File: config.mk
export PLATFORM = sky130hd
export DESIGN_NAME = ro_pair_sampler
export DESIGN_NICKNAME = d
export VERILOG_FILES = /design/src/rtl/ro_pair_sampler.sv
export SDC_FILE = /design/constraint.sdc
export NUM_CORES = 1
export LEC_CHECK = 0
export ABC_AREA = 1
export ABC_CLOCK_PERIOD_IN_PS = 2700
export BUFFER_PORTS_ARGS = -buffer_cell sky130_fd_sc_hd__buf_4
export CAP_MARGIN = 20
export CORE_MARGIN = 2
export CORE_UTILIZATION = 45
export DETAILED_ROUTE_END_ITERATION = 16
export PLACE_DENSITY_LB_ADDON = 0.2
export SYNTH_ARGS = -nofsm -noshare
export SYNTH_HDL_FRONTEND = slang
export SYNTH_SLANG_ARGS = --single-unit
File: constraint.sdc
create_clock -name clk -period 2.7 [get_ports clk]
set_input_delay 0 -clock clk [delete_from_list [all_inputs] [get_ports clk]]
set_output_delay 0 -clock clk [all_outputs]
set_load 0.05 [all_outputs]
File: src/rtl/ro_pair_sampler.sv
// -----------------------------------------------------------------------------
// ro_pair_sampler
//
// Compares the frequencies of two ring oscillators (RO A and RO B) by gating
// both downstream edge counters for a fixed window, capturing the two counts,
// and voting over several windows. The majority decides the response bit.
//
// Parameters
//   COUNT_WIDTH   width of each incoming RO edge count
//   WINDOW_CYCLES gate cycles per vote (2..65535)
//   NUM_VOTES     measurements per response (odd, 1..15)
//
// Ports
//   clk          single rising-edge clock
//   rst          synchronous active-high reset
//   start        one-cycle request to begin a measurement (IDLE only)
//   ro_enable    registered gate enable to both frequency counters
//   count_a/b    running edge counts of RO A / RO B
//   busy         high in every state except IDLE
//   resp_valid   response available (RESP state)
//   resp_ready   downstream accepts the response
//   resp_bit     1 when A won more votes than B
//   resp_tie     1 when A and B won the same number of votes
//   resp_sat     1 when any captured count was all-ones (sticky per request)
//   resp_diff    |count_a - count_b| of the final vote
// -----------------------------------------------------------------------------
module ro_pair_sampler #(
  parameter int COUNT_WIDTH   = 16,
  parameter int WINDOW_CYCLES = 1024,
  parameter int NUM_VOTES     = 5
) (
  input  logic                   clk,
  input  logic                   rst,
  input  logic                   start,
  output logic                   ro_enable,
  input  logic [COUNT_WIDTH-1:0] count_a,
  input  logic [COUNT_WIDTH-1:0] count_b,
  output logic                   busy,
  output logic                   resp_valid,
  input  logic                   resp_ready,
  output logic                   resp_bit,
  output logic                   resp_tie,
  output logic                   resp_sat,
  output logic [COUNT_WIDTH-1:0] resp_diff
);

  localparam int WIN_W  = $clog2(WINDOW_CYCLES + 1);
  localparam int VOTE_W = $clog2(NUM_VOTES + 1);

  localparam logic [WIN_W-1:0]  WIN_LAST  = WIN_W'(WINDOW_CYCLES - 1);
  localparam logic [VOTE_W-1:0] VOTE_LAST = VOTE_W'(NUM_VOTES - 1);

  typedef enum logic [1:0] {
    ST_IDLE,
    ST_GATE,
    ST_CAPTURE,
    ST_RESP
  } state_t;

  state_t                   r_state;
  state_t                   w_state_nxt;
  logic                     r_ro_enable;
  logic [WIN_W-1:0]         r_win;
  logic [VOTE_W-1:0]        r_vote;
  logic [VOTE_W-1:0]        r_a_wins;
  logic [VOTE_W-1:0]        r_b_wins;
  logic                     r_sat;
  logic                     r_bit;
  logic                     r_tie;
  logic [COUNT_WIDTH-1:0]   r_diff;

  logic                     w_a_gt;
  logic                     w_b_gt;
  logic                     w_sat_hit;
  logic [COUNT_WIDTH-1:0]   w_mag;
  logic [VOTE_W-1:0]        w_a_wins_nxt;
  logic [VOTE_W-1:0]        w_b_wins_nxt;

  // Vote arithmetic on the live counts; only consumed in CAPTURE.
  // Larger-minus-smaller keeps the magnitude free of wrap-around.
  assign w_a_gt       = count_a > count_b;
  assign w_b_gt       = count_b > count_a;
  assign w_mag        = w_a_gt ? (count_a - count_b) : (count_b - count_a);
  assign w_sat_hit    = (&count_a) | (&count_b);
  assign w_a_wins_nxt = r_a_wins + VOTE_W'(w_a_gt);
  assign w_b_wins_nxt = r_b_wins + VOTE_W'(w_b_gt);

  // NOTE: every signal assigned in always_comb gets a default first, so no
  // path through the case statement can leave it unassigned and infer a latch.
  always_comb begin
    w_state_nxt = r_state;
    case (r_state)
      ST_IDLE:    if (start) w_state_nxt = ST_GATE;
      ST_GATE:    if (r_win == WIN_LAST) w_state_nxt = ST_CAPTURE;
      // The single CAPTURE cycle doubles as the counter clear gap between votes.
      ST_CAPTURE: w_state_nxt = (r_vote == VOTE_LAST) ? ST_RESP : ST_GATE;
      ST_RESP:    if (resp_ready) w_state_nxt = ST_IDLE;
      default:    w_state_nxt = ST_IDLE;
    endcase
  end

  // NOTE: sequential state uses non-blocking assignments so every register
  // samples pre-edge values, independent of statement order.
  always_ff @(posedge clk) begin
    if (rst) begin
      r_state     <= ST_IDLE;
      r_ro_enable <= 1'b0;
      r_win       <= '0;
      r_vote      <= '0;
      r_a_wins    <= '0;
      r_b_wins    <= '0;
      r_sat       <= 1'b0;
      r_bit       <= 1'b0;
      r_tie       <= 1'b0;
      r_diff      <= '0;
    end else begin
      r_state     <= w_state_nxt;
      // Registered gate: high exactly in the cycles the state register says GATE.
      r_ro_enable <= (w_state_nxt == ST_GATE);
      case (r_state)
        ST_IDLE: begin
          if (start) begin
            r_win    <= '0;
            r_vote   <= '0;
            r_a_wins <= '0;
            r_b_wins <= '0;
            r_sat    <= 1'b0;
          end
        end
        ST_GATE: begin
          r_win <= r_win + WIN_W'(1);
        end
        ST_CAPTURE: begin
          r_win    <= '0;
          if (r_vote != VOTE_LAST) r_vote <= r_vote + VOTE_W'(1);
          r_a_wins <= w_a_wins_nxt;
          r_b_wins <= w_b_wins_nxt;
          r_sat    <= r_sat | w_sat_hit;
          // Result registers are rewritten on every capture, so after the last
          // vote they hold the final decision and stay put through RESP/IDLE.
          r_diff   <= w_mag;
          r_bit    <= (w_a_wins_nxt > w_b_wins_nxt);
          r_tie    <= (w_a_wins_nxt == w_b_wins_nxt);
        end
        default: ;
      endcase
    end
  end

  assign ro_enable  = r_ro_enable;
  assign busy       = (r_state != ST_IDLE);
  assign resp_valid = (r_state == ST_RESP);
  assign resp_bit   = r_bit;
  assign resp_tie   = r_tie;
  assign resp_sat   = r_sat;
  assign resp_diff  = r_diff;

endmodule

Word-level counts from Yosys, hierarchy flattened:

Cells that the tools add are included.

* flip-flop bits (word level): 42
* input bits: 36

* multiplexer cells: 15
* order comparisons: 3
* bitwise gates (word level): 2
* equal/unequal tests: 10
* reduce and logical (&&, ||, !) cells: 9
* $add $sub $neg: 6

Operators with widths (count)
* case mux 11 bit (3 select lines): 1
* greater-than comparator 16 bit: 2
* AND reduction 16 bit: 2
* subtractor 16 bit: 2
* case mux 3 bit (2 select lines): 3
* 2-to-1 mux 16 bit: 1
* adder 11 x 1 -> 11 bit (second input constant): 1
* equality test 11 x 10 -> 1 bit (second input constant): 1
* 2-to-1 mux 11 bit: 1
* 2-to-1 mux 2 bit: 4
* case mux 2 bit (4 select lines): 1
* adder 3 x 1 -> 3 bit: 2
* 2-to-1 mux 3 bit: 2
* equality test 2 x 1 -> 1 bit (second input constant): 2
* equality test 2 bit (second input constant): 2
* != test 2 bit (second input constant): 2
* AND reduction 2 bit: 2
* nonzero test 2 bit: 2
* adder 3 x 1 -> 3 bit (second input constant): 1
* equality test 3 bit: 1
* equality test 3 bit (second input constant): 1
* greater-than comparator 3 bit: 1
* != test 3 bit (second input constant): 1
* AND reduction 3 bit: 1
* 5 further kinds: 6

Depth between registers and ports, before layout:

Gate-level depths: netlist (run 1).

* depth after elaboration: 4
* mapped depth: 20
* depth with buffers taken out: 19

Worst setup path after synthesis (run 1):

OpenSTA, ideal clock, no wires.

* kind: input-to-reg
* start: input port count_a[0]
* end: register r_bit (netlist: resp_bit)
* data required time: 2.568 ns
* setup slack: 0.152 ns
* setup time: 0.132 ns
* cell stages on the path: 19
* data arrival time: 2.415 ns
* path through: inv_1 ha_1 fa_1 inv_1 nand2_1 nand2_1 nand3_1 nand2_1 nand2_2 a21oi_2 buf_6 ha_1 ha_1 xor2_1 ha_1 a21oi_1 o21ai_0 nand2_1 a21oi_1

* longest elaborated chain between the ends: 3

Ends and longest elaborated chain
* from (decl): RTL line 36 `input logic [COUNT_WIDTH-1:0] count_a,`
* greater-than comparator 16 bit (on tied branches): RTL line 81, 82
* adder 3 x 1 -> 3 bit (on tied branches): RTL line 85, 86
* greater-than comparator 3 bit *: RTL line 142 `r_bit <= (w_a_wins_nxt > w_b_wins_nxt);`
* to (signal assigned): RTL line 142
* to (decl): RTL line 68 `logic r_bit;`

Mark *: on every way between the ends. The rest lies on a longest branch, timed or not.
A chain may end at the register's enable or synchronous reset.

Worst setup path after layout (run 1):

* start: input port count_a[3]
* end: register r_bit (netlist: resp_bit)

Same word-level chain as after synthesis.

==> results of run 1 <==
## routing by layer
metal / GRT usage (%) / up-vias / routed length [µm]
met2: 39.9 / 88 / 5370
met4: 4.85 / 0 / 151
met1: 28.5 / 1939 / 4920
met3: 2.08 / 13 / 368
li1: - / 2274 / -
met5: 0 / - / 0
## path summary, 6_finish.rpt
kind | end | slack (ns) | depth (start not counted)
setup / recovery | resp_bit | 0.29 | 19
hold / removal | r_state[0] | 0.02 | 4
setup reg to reg | ro_enable | 0.77 | 10
hold reg to reg | r_vote[2] | 0.47 | 2
## registers in the layout, summed over array words and instances (netlist names), 2 cells and up
register / cells
r_a_wins: 3
resp_diff: 16
r_state: 2
r_b_wins: 3
r_vote: 3
r_win: 11
## report_power, final
part | switching, µW | leakage [µW] | internal [µW]
clock | 222 | 0.0000408 | 185
combinational | 422 | 0.00227 | 255
sequential | 4.29 | 0.000339 | 625
## through the flow
step / power, µW / utilization, % / instance area, µm² / hold slack, ns
2_1_floorplan: 1110 / - / 4210 / 0.216
3_3_place_gp: 1310 / 53.0 / 4850 / 0.327
3_5_place_dp: 1320 / 53.0 / 4850 / 0.333
4_1_cts: 1730 / 54.0 / 4940 / 0.0147
5_1_grt: 1850 / 54.0 / 4940 / 0.0661
6_report: 1710 / 54.0 / 4940 / 0.0232
## worst max-delay path, stage by stage
cell      delay, ns
buf_4          0.09
inv_1          0.04
ha_1           0.33
nand2_1        0.09
nand2_1        0.06
o21bai_1       0.17
nand2_1        0.08
nand3_1        0.10
a211oi_1       0.23
nor2_1         0.07
ha_1           0.18
ha_1           0.18
or2_2          0.28
nand2_1        0.06
ha_1           0.25
a21oi_1        0.14
o21ai_0        0.09
nand2_1        0.07
a21oi_1        0.05
## cells by family (layout without fill, tap and decap cells)
kind of cell	Yosys count	in the layout	share of synthesized area, %
buf+inv	151	223	14.5
xor+xnor	13	13	2.70
simple gates	342	342	36.9
fa+ha+maj	44	44	13.4
flops	42	42	20.0
compound gates	84	84	12.5
## Yosys cell counts, types with 3 or more instances
library cell,n,area [µm²]
xor2_1,11,96.3
a211oi_1,5,37.5
inv_2,3,11.3
nor3_1,3,15.0
clkbuf_1,7,26.3
nand2_1,208,781
buf_2,4,20.0
nand2_4,3,33.8
nand3_1,51,255
dfxtp_1,42,841
nor2_1,27,101
o21ai_0,15,75.1
inv_1,129,484
buf_4,3,22.5
nand3_2,12,120
a21oi_2,9,78.8
ha_1,42,526
a21oi_1,42,210
a221oi_1,3,26.3
nand2_2,12,75.1
nand4_1,15,93.8
## cell type report
class | instances | area, µm² | share of cell area (%)
flip-flops and latches | 42 | 841 | 17.0
multi-input cells | 483 | 2760 | 55.8
inverters | 134 | 503 | 10.2
well taps | 111 | 139 | 2.81
clock buffers | 5 | 68.8 | 1.39
clock inverters | 3 | 23.8 | 0.481
repair buffers | 81 | 608 | 12.3
==> summary.md, run 1 <==
| Metric | Value |
|---|---|
| Starting density of the core | `between 40% and 50%` |
| H-tree levels | `2` |
| Number of buffers added for setup after CTS | `0` |
| Post-DR vias/cell | `roughly 5.0` |
| HPWL Detailed | `a little over 9000 µm` |
| Min-Delay Path Class | `input port to flop` |
| Clock tree root driver cell | `clkbuf_8` |
| First-pass GRT wire length | `around 18000 µm` |
| Number of antenna cells inserted | `0` |
| Number of CTS-inserted buffers | `5` |
| Clock-pin slew on the worst setup and hold paths | `roughly 0.090 ns` |
| Number of pins with negative max-slew slack in the final report | `0` |
| Post-CTS Hold Fix Bufs | `0` |
| Post-DRT Antenna Nets | `0` |
| Final Critical Period | `approximately 2.4 ns` |
| Crit path required time | `around 2.9 ns` |
| Worst Setup Slack post-DPL | `-0.0190 ns` |
| Overall fraction of global-route tracks in use | `between 20% and 30%` |
| Number of placement rows | `35` |
| Maximum VDD drop | `~0.00020 V` |
| Yosys warns | `0` |
| Final number of hold-violating endpoints | `0` |
| Pin count of the biggest net entering global routing | `35` |
| Worst flop-to-flop path startpoint | `r_win[0]` |
| Number of maximum-capacitance violations | `0` |
| P per Cell Area | `347 nW/µm²` |
| Crit path from | `count_a[3]` |
| Final Non-Filler Cells | `between 800 and 900` |
| Final Cycle Share | `between 80% and 90%` |
| Least-Margin Pin Slew | `approximately 0.62 ns` |
| Skew final | `between 0.015 and 0.02 ns` |
| Area inside the core boundary | `approximately 9200 µm²` |
| Placed instance count | `around 850` |
| Setup repair after global routing missed its margin | `no` |
| Fmax | `between 400 and 500 MHz` |
| Via count of the first global-routing pass | `around 4000` |
| CP startpoint kind | `input port` |
| Category of the worst setup path capture point | `flop` |
| Clock insertion delay at the later pin of the skew report | `roughly 0.29 ns` |
| Post-Syn Area per Cell | `a little over 6 µm²` |
| Overall die width | `approximately 100 µm` |
| Static leakage | `0.00265 µW` |
| Most used DFF post-synth | `dfxtp_1` |
| DIE AREA | `between 10000 and 15000 µm²` |
| Most frequent cells in the layout | `208 x nand2_1, 129 x inv_1, 81 x buf_4, 51 x nand3_1` |
| Slew margin rel. | `58.5%` |
| Critical Setup Path Class | `input port to flop` |
| Port Buf Inserts | `57` |
| Number of antenna violations at the first check in global routing | `0` |
| Nets | `approximately 830` |
| Placer congestion estimate | `between 0.9 and 1` |
| Proportion of register bits with asynchronous set or reset after synthesis | `0%` |
| Critical path data arrival time | `between 2 and 3 ns` |
| Post-DR wirelength/cell | `between 10 and 15 µm` |
| Result of the run | `finished clean` |
| Number of placed I/O pins | `58` |
| Number of enable flip-flop cells after synthesis | `0` |
| Cell count after synthesis | `between 600 and 700` |
| Initial DRT Pass Iterations | `5` |
| Number of nets in the synthesized netlist | `around 760` |
| Cell variety after synth | `41` |
| Post-Route Setup TNS | `0 ns` |
| Count of endpoints failing setup in the final report | `0` |
| Via Count | `about 4300` |
| Remaining Overflow, GRT | `0` |
| Worst hold start | `resp_ready` |
| Remaining routing DRC violations | `0` |
| First DRT Iteration DRCs | `192` |
| Share of cells above drive strength 1 | `18.0%` |
| Fillers | `960` |
| Number of clock sinks | `42` |
| Leading cell type in the layout, fill and taps excluded | `nand2_1` |
| Area added between synthesis and finish | `17.4%` |
| Synthesized flop and latch total | `42` |
| Post-CTS resize count | `0` |
| CTS tree | `built` |
| Netlist area before placement | `about 4200 µm²` |
| Post-synthesis sequential area ratio | `~20%` |
| Maximum net fanout on the critical path | `5` |
| Maximum buffer depth of the clock tree | `2` |
| Total Routed Length | `between 10000 and 15000 µm` |
| Die span in y | `a little over 100 µm` |
| Crit path setup slack, layout | `just under 0.3 ns` |
(Power assumes the default switching activity.)
==> inputs of run 2 (changes only) <==
--- a/config.mk
+++ b/config.mk
@@ -13,6 +13,7 @@
 export CORE_UTILIZATION = 45
 export DETAILED_ROUTE_END_ITERATION = 16
 export PLACE_DENSITY_LB_ADDON = 0.2
+export SETUP_SLACK_MARGIN = 0.4
 export SYNTH_ARGS = -nofsm -noshare
 export SYNTH_HDL_FRONTEND = slang
 export SYNTH_SLANG_ARGS = --single-unit
==> run 2 against run 1 <==
Critical path depth unchanged; via count rose by 1.5%; final cell count down 0.35%; critical endpoint unchanged; largest power group unchanged.
==> summary.md, run 2 (synthesis results as in run 1) <==
| Metric | Value |
|---|---|
| Result of the run | `finished clean` |
| Maximum buffer depth of the clock tree | `2 (unchanged)` |
| Via Count | `4380 (+1.5%)` |
| Endpoint of the lowest-slack register-to-register path | `ro_enable` |
| Nets | `824 (-0.36%)` |
| Most frequent cells in the layout | `200 x nand2_1, 124 x inv_1, 77 x buf_4, 48 x nand3_1, 42 x dfxtp_1` |
| Critical Setup Path Class | `input port to flop` |
| Slew margin rel. | `59.1% (+0.53 points)` |
| Number of pins with negative max-slew slack in the final report | `0 (unchanged)` |
| Crit path from | `count_a[11]` |
| Critical path destination | `resp_bit` |
| Share of cells above drive strength 1 | `23.4% (+5.3 points)` |
| First-pass GRT wire length | `18800 µm (+2.4%)` |
| H-tree levels | `2 (unchanged)` |
| Number of CTS-inserted buffers | `5 (unchanged)` |
| Area inside the core boundary | `9150 µm² (unchanged)` |
| Number of maximum-capacitance violations | `0 (unchanged)` |
| Overall die width | `101 µm (unchanged)` |
| CP startpoint kind | `input port` |
| Reg-to-reg setup timing slack | `0.78 ns (about the same)` |
| Total Routed Length | `11300 µm (+4.2%)` |
| Remaining Overflow, GRT | `0 (unchanged)` |
| Cell-by-cell listing of the critical path | `buf_4, inv_1, ha_4, nand2_4, inv_6, nand2_4, nor3_4, nand2_2, inv_2, buf_4, a21oi_4, ha_4, ha_4, xor2_4, ha_4, nand2_1, o21ai_1, nand2_1, a21oi_2` |
| Post-DRT Antenna Nets | `0 (unchanged)` |
| Setup repair after global routing missed its margin | `no` |
| Via count of the first global-routing pass | `4144 (+2.8%)` |
| Post-DR vias/cell | `5.12 (+1.9%)` |
| Max FFs per register | `16 (unchanged)` |
| Remaining routing DRC violations | `0 (unchanged)` |
| Starting density of the core | `46.0% (unchanged)` |
| Final Critical Period | `2.20 ns (-0.207 ns)` |
| DIE AREA | `10100 µm² (unchanged)` |
| Leading cell type in the layout, fill and taps excluded | `nand2_1` |
| Crit path required time | `2.93 ns (+0.08 ns)` |
| Sum of internal, switching and leakage power | `1790 µW (+4.6%)` |
| CP peak stage delay | `0.29 ns (-0.04 ns)` |
| Clock insertion delay at the later pin of the skew report | `0.30 ns (about the same)` |
| Port Buf Inserts | `57 (unchanged)` |
| Fmax | `454 MHz (+9.4%)` |
| Initial DRT Pass Iterations | `4 (-1)` |
| Overall fraction of global-route tracks in use | `22.6% (+0.47 points)` |
| Worst hold start | `resp_ready` |
| Post-DR wirelength/cell | `13.2 µm (+4.6%)` |
| Number of clock sinks | `42 (unchanged)` |
| Skew final | `0.00683 ns (-0.00895 ns)` |
| Critical path data arrival time | `2.44 ns (-0.12 ns)` |
| Area added between synthesis and finish | `24.7%` |
| Post-Route Setup TNS | `0 ns (unchanged)` |
| Number of placement rows | `35 (unchanged)` |
| Static leakage | `0.00267 µW (+0.81%)` |
| Worst flop-to-flop path startpoint | `r_win[0]` |
| Pin count of the biggest net entering global routing | `35 (unchanged)` |
| First DRT Iteration DRCs | `146 (-24%)` |
| Least-Margin Pin Slew | `0.614 ns (-0.00788 ns)` |
| Placer congestion estimate | `0.922 (-2.5%)` |
| Clock tree root driver cell | `clkbuf_8` |
| Dominant cell type by count on the critical path | `ha_4` |
| Category of the worst setup path capture point | `flop` |
| P per Cell Area | `342 nW/µm² (-1.5%)` |
| HPWL Detailed | `8920 µm (-4.6%)` |
| Die span in y | `101 µm (unchanged)` |
| Maximum VDD drop | `0.000147 V (-25%)` |
| Final Cycle Share | `81.6% (-7.7 points)` |
| Number of placed I/O pins | `58 (unchanged)` |
| Number of antenna violations at the first check in global routing | `0 (unchanged)` |
| Min-Delay Path Class | `input port to flop` |
| Number of antenna cells inserted | `0 (unchanged)` |
| Clock-pin slew on the worst setup and hold paths | `0.08 ns (about the same)` |
| Final number of hold-violating endpoints | `0 (unchanged)` |
| Count of endpoints failing setup in the final report | `0 (unchanged)` |
| Slowest cell on the critical path | `ha_4` |
| Worst reg-to-reg path cell count | `10 (unchanged)` |
| Maximum net fanout on the critical path | `3 (-2)` |
| CTS tree | `built` |
-- run 2: changes by cell type in the layout (fill, tap and decap cells not counted), moves of 3 or more --
cell     change
ha_1        -15
ha_4        +14
nand2_1      -8
a21oi_1      -5
inv_1        -5
nand2_2      +5
buf_4        -4
a21oi_2      +3
inv_2        +3
nand2_4      +3
nand3_1      -3
nand3_2      +3
-- run 2: stage by stage --
| stage | cell area, µm² | setup WS, ns | std cells | hold slack, ns | util, % |
|---|---|---|---|---|---|
| floorplan | 4340 | 0.357 | 676 | 0.203 | - |
| global placement | 4890 | 0.106 | 840 | 0.324 | 53.5 |
| detailed placement | 4890 | 0.0637 | 840 | 0.327 | 53.5 |
| CTS | 4990 | 0.410 | 848 | 0.0163 | 54.5 |
| global route | 5250 | 0.351 | 856 | 0.0349 | 57.3 |
| finish | 5250 | 0.497 | 856 | 0.0161 | 57.3 |
-- run 2: final cells by class --
class,count,area [µm²]
clock inverters,2,12.5
clock buffers,6,82.6
repair buffers,78,589
fillers,914,3900
well taps,111,139
inverters,134,518
multi-input cells,483,3070
flip-flops and latches,42,841
-- run 2: routing by layer --
| metal | part of all wire (%) | up-vias | wire [µm] | GRT usage [%] |
|---|---|---|---|---|
| met5 | 0 | - | 0 | 0 |
| met4 | 2.0 | 0 | 229 | 6.74 |
| met3 | 4.0 | 20 | 455 | 2.15 |
| met2 | 50 | 100 | 5600 | 40.5 |
| met1 | 44 | 2003 | 4980 | 28.5 |
| li1 | - | 2257 | - | - |
-- run 2: timing repair --
item                                    CTS  global route
hold buffers                              0             0
endpoints found under the setup margin    1             2
endpoints found under the hold margin     0             0
setup buffers                             0             8
gates resized for setup                   1            37
pin swaps                                 0            20
-- run 2: how the worst min path moves through the flow --
stage               cells after the start      endpoint  slack, ns
finish                                  4    r_state[0]       0.02
global route                            4    r_state[0]       0.03
CTS                                     4    r_state[0]       0.02
detailed placement                      4    r_state[0]       0.33
global placement                        4    r_state[0]       0.32
floorplan                               2  resp_diff[0]       0.20
-- run 2: critical path, delay by kind of cell --
| family | cells | cell delay, ns |
|---|---|---|
| and+or+nand+nor | 6 | 0.61 |
| adders and majority gates | 4 | 0.91 |
| AOI/OAI and AO/OA | 3 | 0.31 |
| buffers and inverters | 5 | 0.41 |
| xor gates and xnor gates | 1 | 0.18 |
-- run 2: report_power, final --
part / internal [µW] / leakage [µW] / switching [µW]
Sequential: 625 / 0.000339 / 4.37
Clock: 206 / 0.0000472 / 219
Combinational: 286 / 0.00228 / 452
Total: 1120 / 0.00267 / 675
